### src/rtl/ram_fifo_ctrl.sv
// ram_fifo_ctrl: FWFT FIFO controller for an external 256x16 EBR RAM.
//
// The 256-word RAM holds the body of the queue. A 2-entry prefetch buffer
// sits in front of it, so the total capacity is 258 words. The RAM has a
// one-cycle read latency, so a 1-bit in-flight flag tracks each issued read
// until its data is pushed into the buffer.
//
// Ports
//   clk_i        sole clock (also the RAM read/write clock)
//   rst_i        asynchronous, active-high reset
//   in_data_i    write-side data
//   in_valid_i   write request
//   in_ready_o   write-side space available (RAM not full)
//   out_data_o   head-of-FIFO data
//   out_valid_o  out_data_o is valid
//   out_ready_i  consumer accepts out_data_o
//   ram_waddr_o  RAM write address
//   ram_wdata_o  RAM write data (in_data_i)
//   ram_we_o     RAM write enable
//   ram_raddr_o  RAM read address
//   ram_re_o     RAM read enable
//   ram_rdata_i  RAM read data, valid the cycle after ram_re_o is sampled
//   ram_mask_o   RAM bit mask, constant 0 (all bits written)
//   level_o      (only with RAM_FIFO_LEVEL_EN) registered total occupancy, 0..258
//
// Build option: define RAM_FIFO_LEVEL_EN to add the level_o output.

module ram_fifo_ctrl (
  input  logic        clk_i,
  input  logic        rst_i,
  input  logic [15:0] in_data_i,
  input  logic        in_valid_i,
  output logic        in_ready_o,
  output logic [15:0] out_data_o,
  output logic        out_valid_o,
  input  logic        out_ready_i,
  output logic [7:0]  ram_waddr_o,
  output logic [15:0] ram_wdata_o,
  output logic        ram_we_o,
  output logic [7:0]  ram_raddr_o,
  output logic        ram_re_o,
  input  logic [15:0] ram_rdata_i,
  output logic [15:0] ram_mask_o
`ifdef RAM_FIFO_LEVEL_EN
  ,
  output logic [8:0]  level_o
`endif
);

  // Pointers carry a wrap bit so that full (256) and empty (0) differ.
  logic [8:0]  wp, rp, wp_n, rp_n;
  logic [8:0]  ram_cnt;
  logic        inflight;
  logic [1:0]  bcnt, bcnt_n;
  logic [15:0] buf0, buf1, buf0_n, buf1_n;
  logic        wr, pop, push;
  logic [2:0]  pend;

  assign ram_cnt     = wp - rp;
  assign in_ready_o  = (ram_cnt != 9'd256);
  assign wr          = in_valid_i & in_ready_o;
  assign out_valid_o = (bcnt != 2'd0);
  assign pop         = out_valid_o & out_ready_i;
  assign push        = inflight;

  // Buffer slots that will be taken once the in-flight read lands, net of
  // this cycle's pop. pop implies bcnt >= 1, so this never underflows.
  assign pend     = {1'b0, bcnt} + {2'b00, inflight} - {2'b00, pop};
  assign ram_re_o = (ram_cnt != 9'd0) && (pend < 3'd2);

  assign ram_waddr_o = wp[7:0];
  assign ram_raddr_o = rp[7:0];
  assign ram_wdata_o = in_data_i;
  assign ram_we_o    = wr;
  assign ram_mask_o  = '0;
  assign out_data_o  = buf0;

  assign wp_n   = wp + {8'd0, wr};
  assign rp_n   = rp + {8'd0, ram_re_o};
  assign bcnt_n = bcnt + {1'b0, push} - {1'b0, pop};

  // buf0 is always the oldest entry; a pop shifts buf1 down.
  always_comb begin
    buf0_n = buf0;
    buf1_n = buf1;
    case ({push, pop})
      2'b10: begin
        if (bcnt == 2'd0) buf0_n = ram_rdata_i;
        else              buf1_n = ram_rdata_i;
      end
      2'b01: buf0_n = buf1;
      2'b11: begin
        if (bcnt == 2'd1) begin
          buf0_n = ram_rdata_i;
        end else begin
          buf0_n = buf1;
          buf1_n = ram_rdata_i;
        end
      end
      default: ;
    endcase
  end

  always_ff @(posedge clk_i or posedge rst_i) begin
    if (rst_i) begin
      wp       <= '0;
      rp       <= '0;
      inflight <= 1'b0;
      bcnt     <= '0;
      buf0     <= '0;
      buf1     <= '0;
    end else begin
      wp       <= wp_n;
      rp       <= rp_n;
      inflight <= ram_re_o;
      bcnt     <= bcnt_n;
      buf0     <= buf0_n;
      buf1     <= buf1_n;
    end
  end

`ifdef RAM_FIFO_LEVEL_EN
  // Built from next-state values so level_o matches the state after each edge.
  logic [8:0] level_n;
  assign level_n = (wp_n - rp_n) + {8'd0, ram_re_o} + {7'd0, bcnt_n};

  always_ff @(posedge clk_i or posedge rst_i) begin
    if (rst_i) level_o <= '0;
    else       level_o <= level_n;
  end
`endif

endmodule

### config.mk
export PLATFORM = sky130hd
export DESIGN_NAME = ram_fifo_ctrl
export DESIGN_NICKNAME = d
export VERILOG_FILES = /design/src/rtl/ram_fifo_ctrl.sv
export SDC_FILE = /design/constraint.sdc
export NUM_CORES = 1
export LEC_CHECK = 0
export CAP_MARGIN = 0
export CORE_UTILIZATION = 45
export DETAILED_ROUTE_END_ITERATION = 12
export PLACE_DENSITY = 0.8
export RECOVER_POWER = 100
export SYNTH_ARGS = -nofsm -noshare
export SYNTH_HDL_FRONTEND = slang
export SYNTH_SLANG_ARGS = --single-unit
### constraint.sdc
create_clock -name clk_i -period 5.4 [get_ports clk_i]
set_input_delay 0.81 -clock clk_i [delete_from_list [all_inputs] [get_ports clk_i]]
set_output_delay 0.81 -clock clk_i [all_outputs]
set_load 0.005 [all_outputs]
==> results of run 1 <==
==> registers in the layout, indices dropped and copies added, names as in the netlist <==
| name | cells |
|---|---|
| inflight | 1 |
| out_data_o | 16 |
| wp | 9 |
| buf1 | 16 |
| bcnt | 2 |
| rp | 9 |
==> metrics by stage <==
| stage | std cells | utilization, % | setup WS [ns] | area (um2) |
|---|---|---|---|---|
| 4_1_cts | 378 | 52.63 | 1.229 | 3342 |
| 3_5_place_dp | 370 | 51.25 | 1.244 | 3254 |
| 2_1_floorplan | 292 | - | 2.316 | 3000 |
| 3_3_place_gp | 370 | 51.25 | 1.323 | 3254 |
| 5_1_grt | 378 | 52.43 | 0.8439 | 3329 |
| 6_report | 378 | 52.43 | 0.9906 | 3329 |
==> cells in the mapped netlist (2+ instances only) <==
cell                       count  area, um2
sky130_fd_sc_hd__o21ai_1       4      20.02
sky130_fd_sc_hd__xnor2_1      15      131.4
sky130_fd_sc_hd__and2_1        3      18.77
sky130_fd_sc_hd__xor2_1        6      52.55
sky130_fd_sc_hd__nand4_1       4      25.02
sky130_fd_sc_hd__nand3_1       9      45.04
sky130_fd_sc_hd__nor3_1        2      10.01
sky130_fd_sc_hd__buf_2         4      20.02
sky130_fd_sc_hd__nand2_1      35      131.4
sky130_fd_sc_hd__nor4_1        2      12.51
sky130_fd_sc_hd__a21o_1        2      15.01
sky130_fd_sc_hd__ha_1         14      175.2
sky130_fd_sc_hd__mux2_2       17      191.4
sky130_fd_sc_hd__buf_4        49      367.9
sky130_fd_sc_hd__a21oi_1       3      15.01
sky130_fd_sc_hd__mux2i_1       4      40.04
sky130_fd_sc_hd__a31oi_1       2      12.51
sky130_fd_sc_hd__inv_1        14      52.55
sky130_fd_sc_hd__nand2b_1      2      12.51
sky130_fd_sc_hd__a22oi_1      13      97.59
sky130_fd_sc_hd__nor2_1        3      11.26
sky130_fd_sc_hd__dfrtp_1      53       1326
==> placed cells by master, fill, tap and decap left out, drive strengths merged <==
cell type / n
a211o: 1
a21o: 2
a21oi: 3
a22oi: 13
a311oi: 1
a31oi: 2
and2: 4
and3: 1
clkbuf: 6
clkdlybuf4s50: 17
clkinvlp: 2
conb: 16
dfrtp: 53
dlygate4sd3: 38
fa: 1
ha: 14
inv: 14
mux2: 17
mux2i: 4
nand2: 35
nand2b: 2
nand3: 9
nand3b: 1
nand4: 4
nor2: 3
nor2b: 2
nor3: 3
nor4: 2
o2111ai: 1
o211ai: 1
o21a: 1
o21ai: 6
or2: 1
xnor2: 15
xor2: 6
==> worst max path at each step <==
stage                     start  endpoint  depth (start not counted)
floorplan           out_ready_i     rp[8]                         11
global placement    out_ready_i  ram_re_o                          9
detailed placement  out_ready_i  ram_re_o                          9
CTS                 out_ready_i  ram_re_o                          9
global route        out_ready_i  ram_re_o                          9
finish              out_ready_i  ram_re_o                          9
==> metal layers <==
metal	track usage (%)	vias up	part of all wire [%]
met5	0	-	0
met4	6.270	0	1.0
met3	2.783	6	4.0
met2	26.83	40	49
met1	20.38	957	46
li1	-	920	-
==> critical path: cells and delay by family <==
kind	cells	cell delay (ns)
buffers and inverters	3	1.23
and+or+nand+nor	1	0.17
adders and majority gates	3	0.84
AOI/OAI and AO/OA	1	0.41
xor gates and xnor gates	1	0.14
==> final cells by class <==
class / count / area share (%)
clock inverter: 2 / 0.4510
inverter: 14 / 1.578
sequential: 53 / 39.83
clock buffer: 6 / 2.180
multi-input combinational: 171 / 36.53
timing repair buffer: 55 / 16.54
tap: 77 / 2.894
==> where the power goes <==
group	total (mW)	internal, mW	switching (mW)
sequential	0.711	0.582	0.129
clock	0.216	0.0915	0.125
combinational	1.01	0.530	0.485
==> cells by family after synthesis <==
kind of cell / count (synthesis) / synth area share, %
fa+ha+maj: 15 / 6.630
mux: 21 / 7.862
buf+inv: 68 / 15.34
compound gates: 31 / 7.734
flops: 53 / 45.05
other cells: 1 / 0.1274
xor+xnor: 21 / 6.247
simple gates: 67 / 11.01
==> out/summary.txt, run 1 <==
GRT Total Usage = 15.92%
Mapped cell area = 2944 um2
Effective utilization at floorplan = 46.36%
Worst slew margin relative to its limit = -30.65%
Area of the multi-input gates = 1216 um2
Required time worst endpoint = 4.59 ns
Reg2Reg Launch Point = bcnt[1]
Placed wire-length estimate = 3827 um
EDFF count, synth = 0
Slowest cell delay on critical path = 0.63 ns
Core box area = 6350 um2
End point of the most critical hold path = out_data_o[2]
Vias in the first global route = 1981
CTS tree = built
Net count of the finished layout = 351
Post-synthesis register bit count = 53
Hold Slack = 0.4764 ns
First-iteration detailed-routing DRC count = 88
Placer Congestion = 0.7904
Sum of overflow across all layers after global routing = 0
Flip-flop and latch area = 1326 um2
Gate count after technology mapping = 277
Category of the critical setup timing path = in -> out
Synth Warn # = 0
Die extent in y = 82.89 um
Leakage Power = 1.523 nW
H-Tree Depth = 2
DR vias = 1923
Worst-case clock skew = 0.006108 ns
Highest net fanout along the worst path = 3
Resized Gates After CTS = 0
Post-synthesis sequential area ratio = 45.05%
Least-Margin Pin Slew = 1.958 ns
Routed len/inst = 13.89 um
Filler Cells Inserted = 562
Antenna violations before repair = 0
Hold WC Path Type = reg -> reg
R2R setup slack = 2.15 ns
Worst ir drop on vdd = 0.2789 mV
Dominant register cell in the synthesized netlist = sky130_fd_sc_hd__dfrtp_1
Synthesized area per cell = 10.63 um2
Total clock buffers created by CTS = 5
Global-route wire length before repair = 8983 um
Maximum number of pins on one net before global-route repair = 54
Fin. Hold Viols = 0
Insertion delay of the later-clocked pin in the worst-skew pair = 0.30 ns
Setup repair after global routing missed its margin = false
Number of buffers between clock root and the deepest sink = 2
Violations in the final reports = capacitance limit, slew limit
Final critical delay including setup and external delays = 4.409 ns
Accumulated negative setup slack = 0 ns
Depth of the most critical reg-to-reg path = 12
Number of hold buffers added after CTS = 0
Number of cells on the worst hold path = 2
DRC violation count after routing = 0
Area enclosed by the die boundary = 6870 um2
Number of distinct library cells after synthesis = 39
Worst Setup End Kind = output pin
Number of inserted diodes = 0
Total power = 1.942 mW
Fmax achieved = 226.8 MHz
Area Growth Syn to Fin = 13.09%
Startpoint of the lowest-slack hold path = out_data_o[2]
Routed Wire Length = 5250 um
Vias per cell = 5.087
Row cnt = 29
Share of cells above drive strength 1 = 9.635%
Cell Chain, Critical Path = dlygate4sd3_1, and2_0, ha_1, inv_1, ha_1, fa_1, xnor2_1, a311oi_1, dlygate4sd3_1
Count of buffers inserted at the top-level ports = 55
Share of flip-flops with an asynchronous set or reset after synthesis = 100.0%
Power per Cell Area = 583.2 nW/um2
Pre-Repair DR Iteration Count = 4
DRT antenna net count = 0
Worst setup SP type = input port
Number of max-capacitance violations reported = 2
Total clock sinks = 53
Number of setup violations in the final report = 0
Number of buffers inserted to repair setup after CTS = 0
Total I/O pin count = 104
Reg clk slew, reported paths = 0.09 ns
WP data arrival = 3.60 ns
Root buffer selected by CTS = sky130_fd_sc_hd__clkbuf_8
Total count of max-transition violations in the final report = 75
Destination of the worst register-to-register timing path = rp[8]
Cell with the largest stage delay on the worst path = sky130_fd_sc_hd__dlygate4sd3_1
Outcome = complete, but fails checks
Final cycle utilization of the critical path = 81.66%
Horizontal die dimension = 82.89 um
(Power assumes the default switching activity.)
==> inputs of run 2 (changes only) <==
- clock period: 5.4 -> 4.1 ns (I/O delays scaled with it)
==> out/summary.txt, run 2 (synthesis gave the netlist of run 1 again) <==
Outcome = complete, but fails checks
Violations in the final reports = capacitance limit, slew limit
Comb power frac = 52.0%
DR vias = 1889
Routed Wire Length = 5139 um
Required time worst endpoint = 3.48 ns
Worst setup SP type = input port
Cell Chain, Critical Path = clkdlybuf4s50_1, and2_0, ha_1, inv_1, ha_1, fa_1, xnor2_1, a311oi_2, dlygate4sd3_1
Depth of the most critical reg-to-reg path = 12
H-Tree Depth = 2
Slowest cell delay on critical path = 0.62 ns
Destination of the worst register-to-register timing path = rp[8]
Global-route wire length before repair = 9128 um
Reg2Reg Launch Point = bcnt[1]
Commonest cells after routing, fill and taps aside = sky130_fd_sc_hd__dfrtp_1, sky130_fd_sc_hd__dlygate4sd3_1, sky130_fd_sc_hd__nand2_1
Count of buffers inserted at the top-level ports = 55
Number of buffers inserted to repair setup after CTS = 0
Share of cells above drive strength 1 = 9.934%
CTS tree = built
Antenna violations before repair = 0
Least-Margin Pin Slew = 2.010 ns
Die extent in y = 82.89 um
Net count of the finished layout = 352
Effective utilization at floorplan = 46.36%
Worst Setup End Kind = output pin
Routed len/inst = 13.56 um
Highest net fanout along the worst path = 3
Pre-Repair DR Iteration Count = 4
Number of hold buffers added after CTS = 0
Crit path from = out_ready_i
Core box area = 6350 um2
Number of inserted diodes = 0
First-iteration detailed-routing DRC count = 103
Number of max-capacitance violations reported = 1
Total count of max-transition violations in the final report = 54
Insertion delay of the later-clocked pin in the worst-skew pair = 0.30 ns
Final critical delay including setup and external delays = 3.874 ns
Number of setup violations in the final report = 0
Worst slew margin relative to its limit = -34.12%
Int Pwr = 1.584 mW
Layout Utilization = 52.53%
Maximum number of pins on one net before global-route repair = 54
Resized Gates After CTS = 0
Hold Slack = 0.4841 ns
Accumulated negative setup slack = 0 ns
Sum of overflow across all layers after global routing = 0
Cell with the largest stage delay on the worst path = sky130_fd_sc_hd__dlygate4sd3_1
Final setup margin = 0.2257 ns
Switching part of the total power = 38.01%
R2R setup slack = 0.87 ns
Placer Congestion = 0.8250
Total clock sinks = 53
Cell mode on critical path = sky130_fd_sc_hd__ha_1
Area Growth Syn to Fin = 13.30%
Worst-case clock skew = 0.003156 ns
Leakage Power = 1.522 nW
Setup repair after global routing missed its margin = false
Row cnt = 29
Category of the critical setup timing path = in -> out
Hold WC Path Type = reg -> reg
Total clock buffers created by CTS = 5
Root buffer selected by CTS = sky130_fd_sc_hd__clkbuf_8
Worst ir drop on vdd = 0.3663 mV
Capture point of the critical path = ram_re_o
Number of buffers between clock root and the deepest sink = 2
Area enclosed by the die boundary = 6870 um2
Commonest non-fill, non-tap cell in the layout = sky130_fd_sc_hd__dfrtp_1
Vias in the first global route = 1916
Placed wire-length estimate = 3722 um
Vias per cell = 4.984
GRT Total Usage = 16.23%
Worst setup slack after placement = 0.2897 ns
Total I/O pin count = 104
Reg clk slew, reported paths = 0.09 ns
Power per Cell Area = 765.8 nW/um2
Fmax achieved = 258.1 MHz
DRC violation count after routing = 0
DRT antenna net count = 0
Fraction of power consumed by sequential logic = 36.6%
Horizontal die dimension = 82.89 um
Fin. Hold Viols = 0
Final cycle utilization of the critical path = 94.49%
WP data arrival = 3.26 ns
Net switching power of the design = 0.9708 mW
Clk network pwr share = 11.4%
-- run 2: layout make-up --
| type | instances | area, um2 |
|---|---|---|
| fillers | 548 | 3014 |
| flip-flops and latches | 53 | 1326 |
| multi-input cells | 171 | 1215 |
| repair buffers | 56 | 558.0 |
| well taps | 77 | 96.34 |
| clock buffers | 6 | 72.57 |
| inverters | 14 | 52.55 |
| clock inverters | 2 | 15.01 |
-- run 2: per-stage QoR --
stage | area (um2) | instances | total power, mW
2_1_floorplan | 3000 | 292 | 1.939
3_3_place_gp | 3262 | 371 | 2.325
3_5_place_dp | 3262 | 371 | 2.369
4_1_cts | 3349 | 379 | 2.676
5_1_grt | 3336 | 379 | 2.780
6_report | 3336 | 379 | 2.554
-- run 2: critical path: cells and delay by family --
kind	cells	cell delay [ns]
adders and majority gates	3	0.87
buffers and inverters	3	1.09
xor gates and xnor gates	1	0.15
and+or+nand+nor	1	0.19
AOI/OAI and AO/OA	1	0.35
-- run 2: layer usage --
layer	vias to the layer above	track usage (%)	routed length, um
li1	920	-	-
met1	915	21.95	2380
met2	47	26.08	2459
met3	7	3.082	244
met4	0	5.799	55
met5	-	0	0
-- run 2: worst min-delay path by stage --
stage | from | endpoint | slack (ns) | cells after the start
2_1_floorplan | buf1[0] | out_data_o[0] | 0.46 | 2
3_3_place_gp | buf1[10] | out_data_o[10] | 0.46 | 2
3_5_place_dp | buf1[11] | out_data_o[11] | 0.47 | 2
4_1_cts | buf1[11] | out_data_o[11] | 0.50 | 2
5_1_grt | wp[8] | wp[8] | 0.52 | 1
6_report | out_data_o[12] | out_data_o[12] | 0.48 | 2
-- run 2: power by group through the flow --
stage	sequential (mW)	clock [mW]	combinational (mW)
floorplan	0.919	0	1.02
global placement	0.943	0	1.38
detailed placement	0.952	0	1.42
CTS	0.943	0.305	1.43
global route	0.973	0.319	1.49
finish	0.935	0.291	1.33
==> inputs of run 3 (changes only) <==
- CORE_UTILIZATION: 45 -> 30
- PLACE_DENSITY: 0.8 -> unset
==> out/summary.txt, run 3 (synthesis gave the netlist of run 1 again) <==
Outcome = complete, but fails checks
Violations in the final reports = capacitance limit, slew limit
Row cnt = 35
Flip-flop and latch area = 1326 um2
Insertion delay of the later-clocked pin in the worst-skew pair = 0.30 ns
Final cycle utilization of the critical path = 93.37%
Highest net fanout along the worst path = 3
Depth of the most critical reg-to-reg path = 13
Area enclosed by the die boundary = 10210 um2
DR vias = 1891
Fin. Hold Viols = 0
Number of setup violations in the final report = 0
Leakage Power = 1.552 nW
Number of hold buffers added after CTS = 0
Fmax achieved = 261.2 MHz
Number of inserted diodes = 0
DRC violation count after routing = 0
Destination of the worst register-to-register timing path = rp[8]
Worst-case clock skew = 0.008062 ns
Routed len/inst = 12.90 um
Horizontal die dimension = 101.1 um
GRT Total Usage = 12.00%
Number of buffers between clock root and the deepest sink = 2
Root buffer selected by CTS = sky130_fd_sc_hd__clkbuf_8
R2R setup slack = 0.80 ns
DRT antenna net count = 0
Number of cells on the worst hold path = 2
Count of buffers inserted at the top-level ports = 55
Share of cells above drive strength 1 = 10.86%
Vias in the first global route = 1943
Startpoint of the lowest-slack hold path = out_data_o[2]
Net count of the finished layout = 354
Category of the critical setup timing path = in -> out
Vias per cell = 4.367
Worst setup SP type = input port
Core box area = 9371 um2
End point of the most critical hold path = out_data_o[2]
H-Tree Depth = 2
Required time worst endpoint = 3.48 ns
Worst Setup End Kind = output pin
Routed Wire Length = 5584 um
Worst slew margin relative to its limit = -16.30%
Antenna violations before repair = 0
Total clock buffers created by CTS = 5
Placed inst area = 3342 um2
Placer Congestion = 0.7893
Area Growth Syn to Fin = 17.17%
Die extent in y = 101.1 um
Area of the multi-input gates = 1229 um2
Global-route wire length before repair = 9632 um
Pre-Repair DR Iteration Count = 3
Least-Margin Pin Slew = 1.744 ns
WP data arrival = 3.21 ns
Number of max-capacitance violations reported = 1
Filler Cells Inserted = 978
Placed wire-length estimate = 4059 um
Hold WC Path Type = reg -> reg
First-iteration detailed-routing DRC count = 20
Power per Cell Area = 770.0 nW/um2
Commonest cells after routing, fill and taps aside = sky130_fd_sc_hd__dfrtp_1, sky130_fd_sc_hd__dlygate4sd3_1, sky130_fd_sc_hd__nand2_1
Total count of max-transition violations in the final report = 33
Total I/O pin count = 104
Commonest non-fill, non-tap cell in the layout = sky130_fd_sc_hd__dfrtp_1
Maximum number of pins on one net before global-route repair = 33
Reg clk slew, reported paths = 0.10 ns
Effective utilization at floorplan = 31.42%
Resized Gates After CTS = 0
CTS tree = built
Total clock sinks = 53
Number of buffers inserted to repair setup after CTS = 0
Sum of overflow across all layers after global routing = 0
Finished layout cell area = 3450 um2
Setup repair after global routing missed its margin = false
Accumulated negative setup slack = 0 ns
Reg2Reg Launch Point = bcnt[1]
Worst ir drop on vdd = 0.3657 mV
Final critical delay including setup and external delays = 3.828 ns
## run 3: cell types whose count changed in the layout (fill, tap and decap cells not counted)
cell and delta:
sky130_fd_sc_hd__bufinv_16 +1, sky130_fd_sc_hd__clkbuf_1 +1, sky130_fd_sc_hd__clkbuf_4 +1, sky130_fd_sc_hd__clkinv_4 +1, sky130_fd_sc_hd__clkinvlp_4 -2, sky130_fd_sc_hd__nor2b_1 -1
sky130_fd_sc_hd__nor2b_4 +1, sky130_fd_sc_hd__o2111ai_1 -1, sky130_fd_sc_hd__o2111ai_2 +1
## run 3: worst max path at each step
stage | slack, ns | cells after the start | start | endpoint
after floorplan | 1.17 | 12 | bcnt[1] | rp[8]
after global placement | 0.31 | 9 | out_ready_i | ram_re_o
after detailed placement | 0.32 | 9 | out_ready_i | ram_re_o
after CTS | 0.30 | 9 | out_ready_i | ram_re_o
after global routing | 0.09 | 9 | out_ready_i | ram_re_o
final | 0.27 | 9 | out_ready_i | ram_re_o
## run 3: layout make-up
cell class                      count  area share [%]
Sequential cell                    53           38.45
Multi-Input combinational cell    171           35.62
Timing Repair Buffer               58           16.50
Tap cell                          129           4.679
Clock buffer                        6           2.104
Inverter                           14           1.523
Clock inverter                      2           1.124
## run 3: metal layers
metal	track usage, %	up-vias	part of all wire [%]
met5	0	-	0
li1	-	919	-
met2	20.46	61	48
met3	2.913	4	6.0
met4	2.564	0	0.45
met1	15.37	907	46
## run 3: per-stage QoR
step | utilization, % | hold WS [ns] | setup slack (ns) | power [mW] | cells
6_report | 36.81 | 0.4844 | 0.2718 | 2.656 | 433
5_1_grt | 36.81 | 0.5219 | 0.08869 | 2.906 | 433
4_1_cts | 36.85 | 0.4989 | 0.3026 | 2.773 | 433
3_5_place_dp | 35.66 | 0.4743 | 0.3238 | 2.394 | 425
3_3_place_gp | 35.66 | 0.4645 | 0.3137 | 2.374 | 425
2_1_floorplan | - | 0.4564 | 1.165 | 1.939 | 292
## run 3: power by group
group          switching, mW  internal [mW]
clock network          0.174          0.184
registers              0.169          0.766
logic                  0.641          0.722
## run 3: critical path, stage by stage
cell	delay [ns]
sky130_fd_sc_hd__clkdlybuf4s50_1	0.43
sky130_fd_sc_hd__and2_0	0.18
sky130_fd_sc_hd__ha_1	0.28
sky130_fd_sc_hd__inv_1	0.04
sky130_fd_sc_hd__ha_1	0.18
sky130_fd_sc_hd__fa_1	0.38
sky130_fd_sc_hd__xnor2_1	0.15
sky130_fd_sc_hd__a311oi_2	0.34
sky130_fd_sc_hd__dlygate4sd3_1	0.62
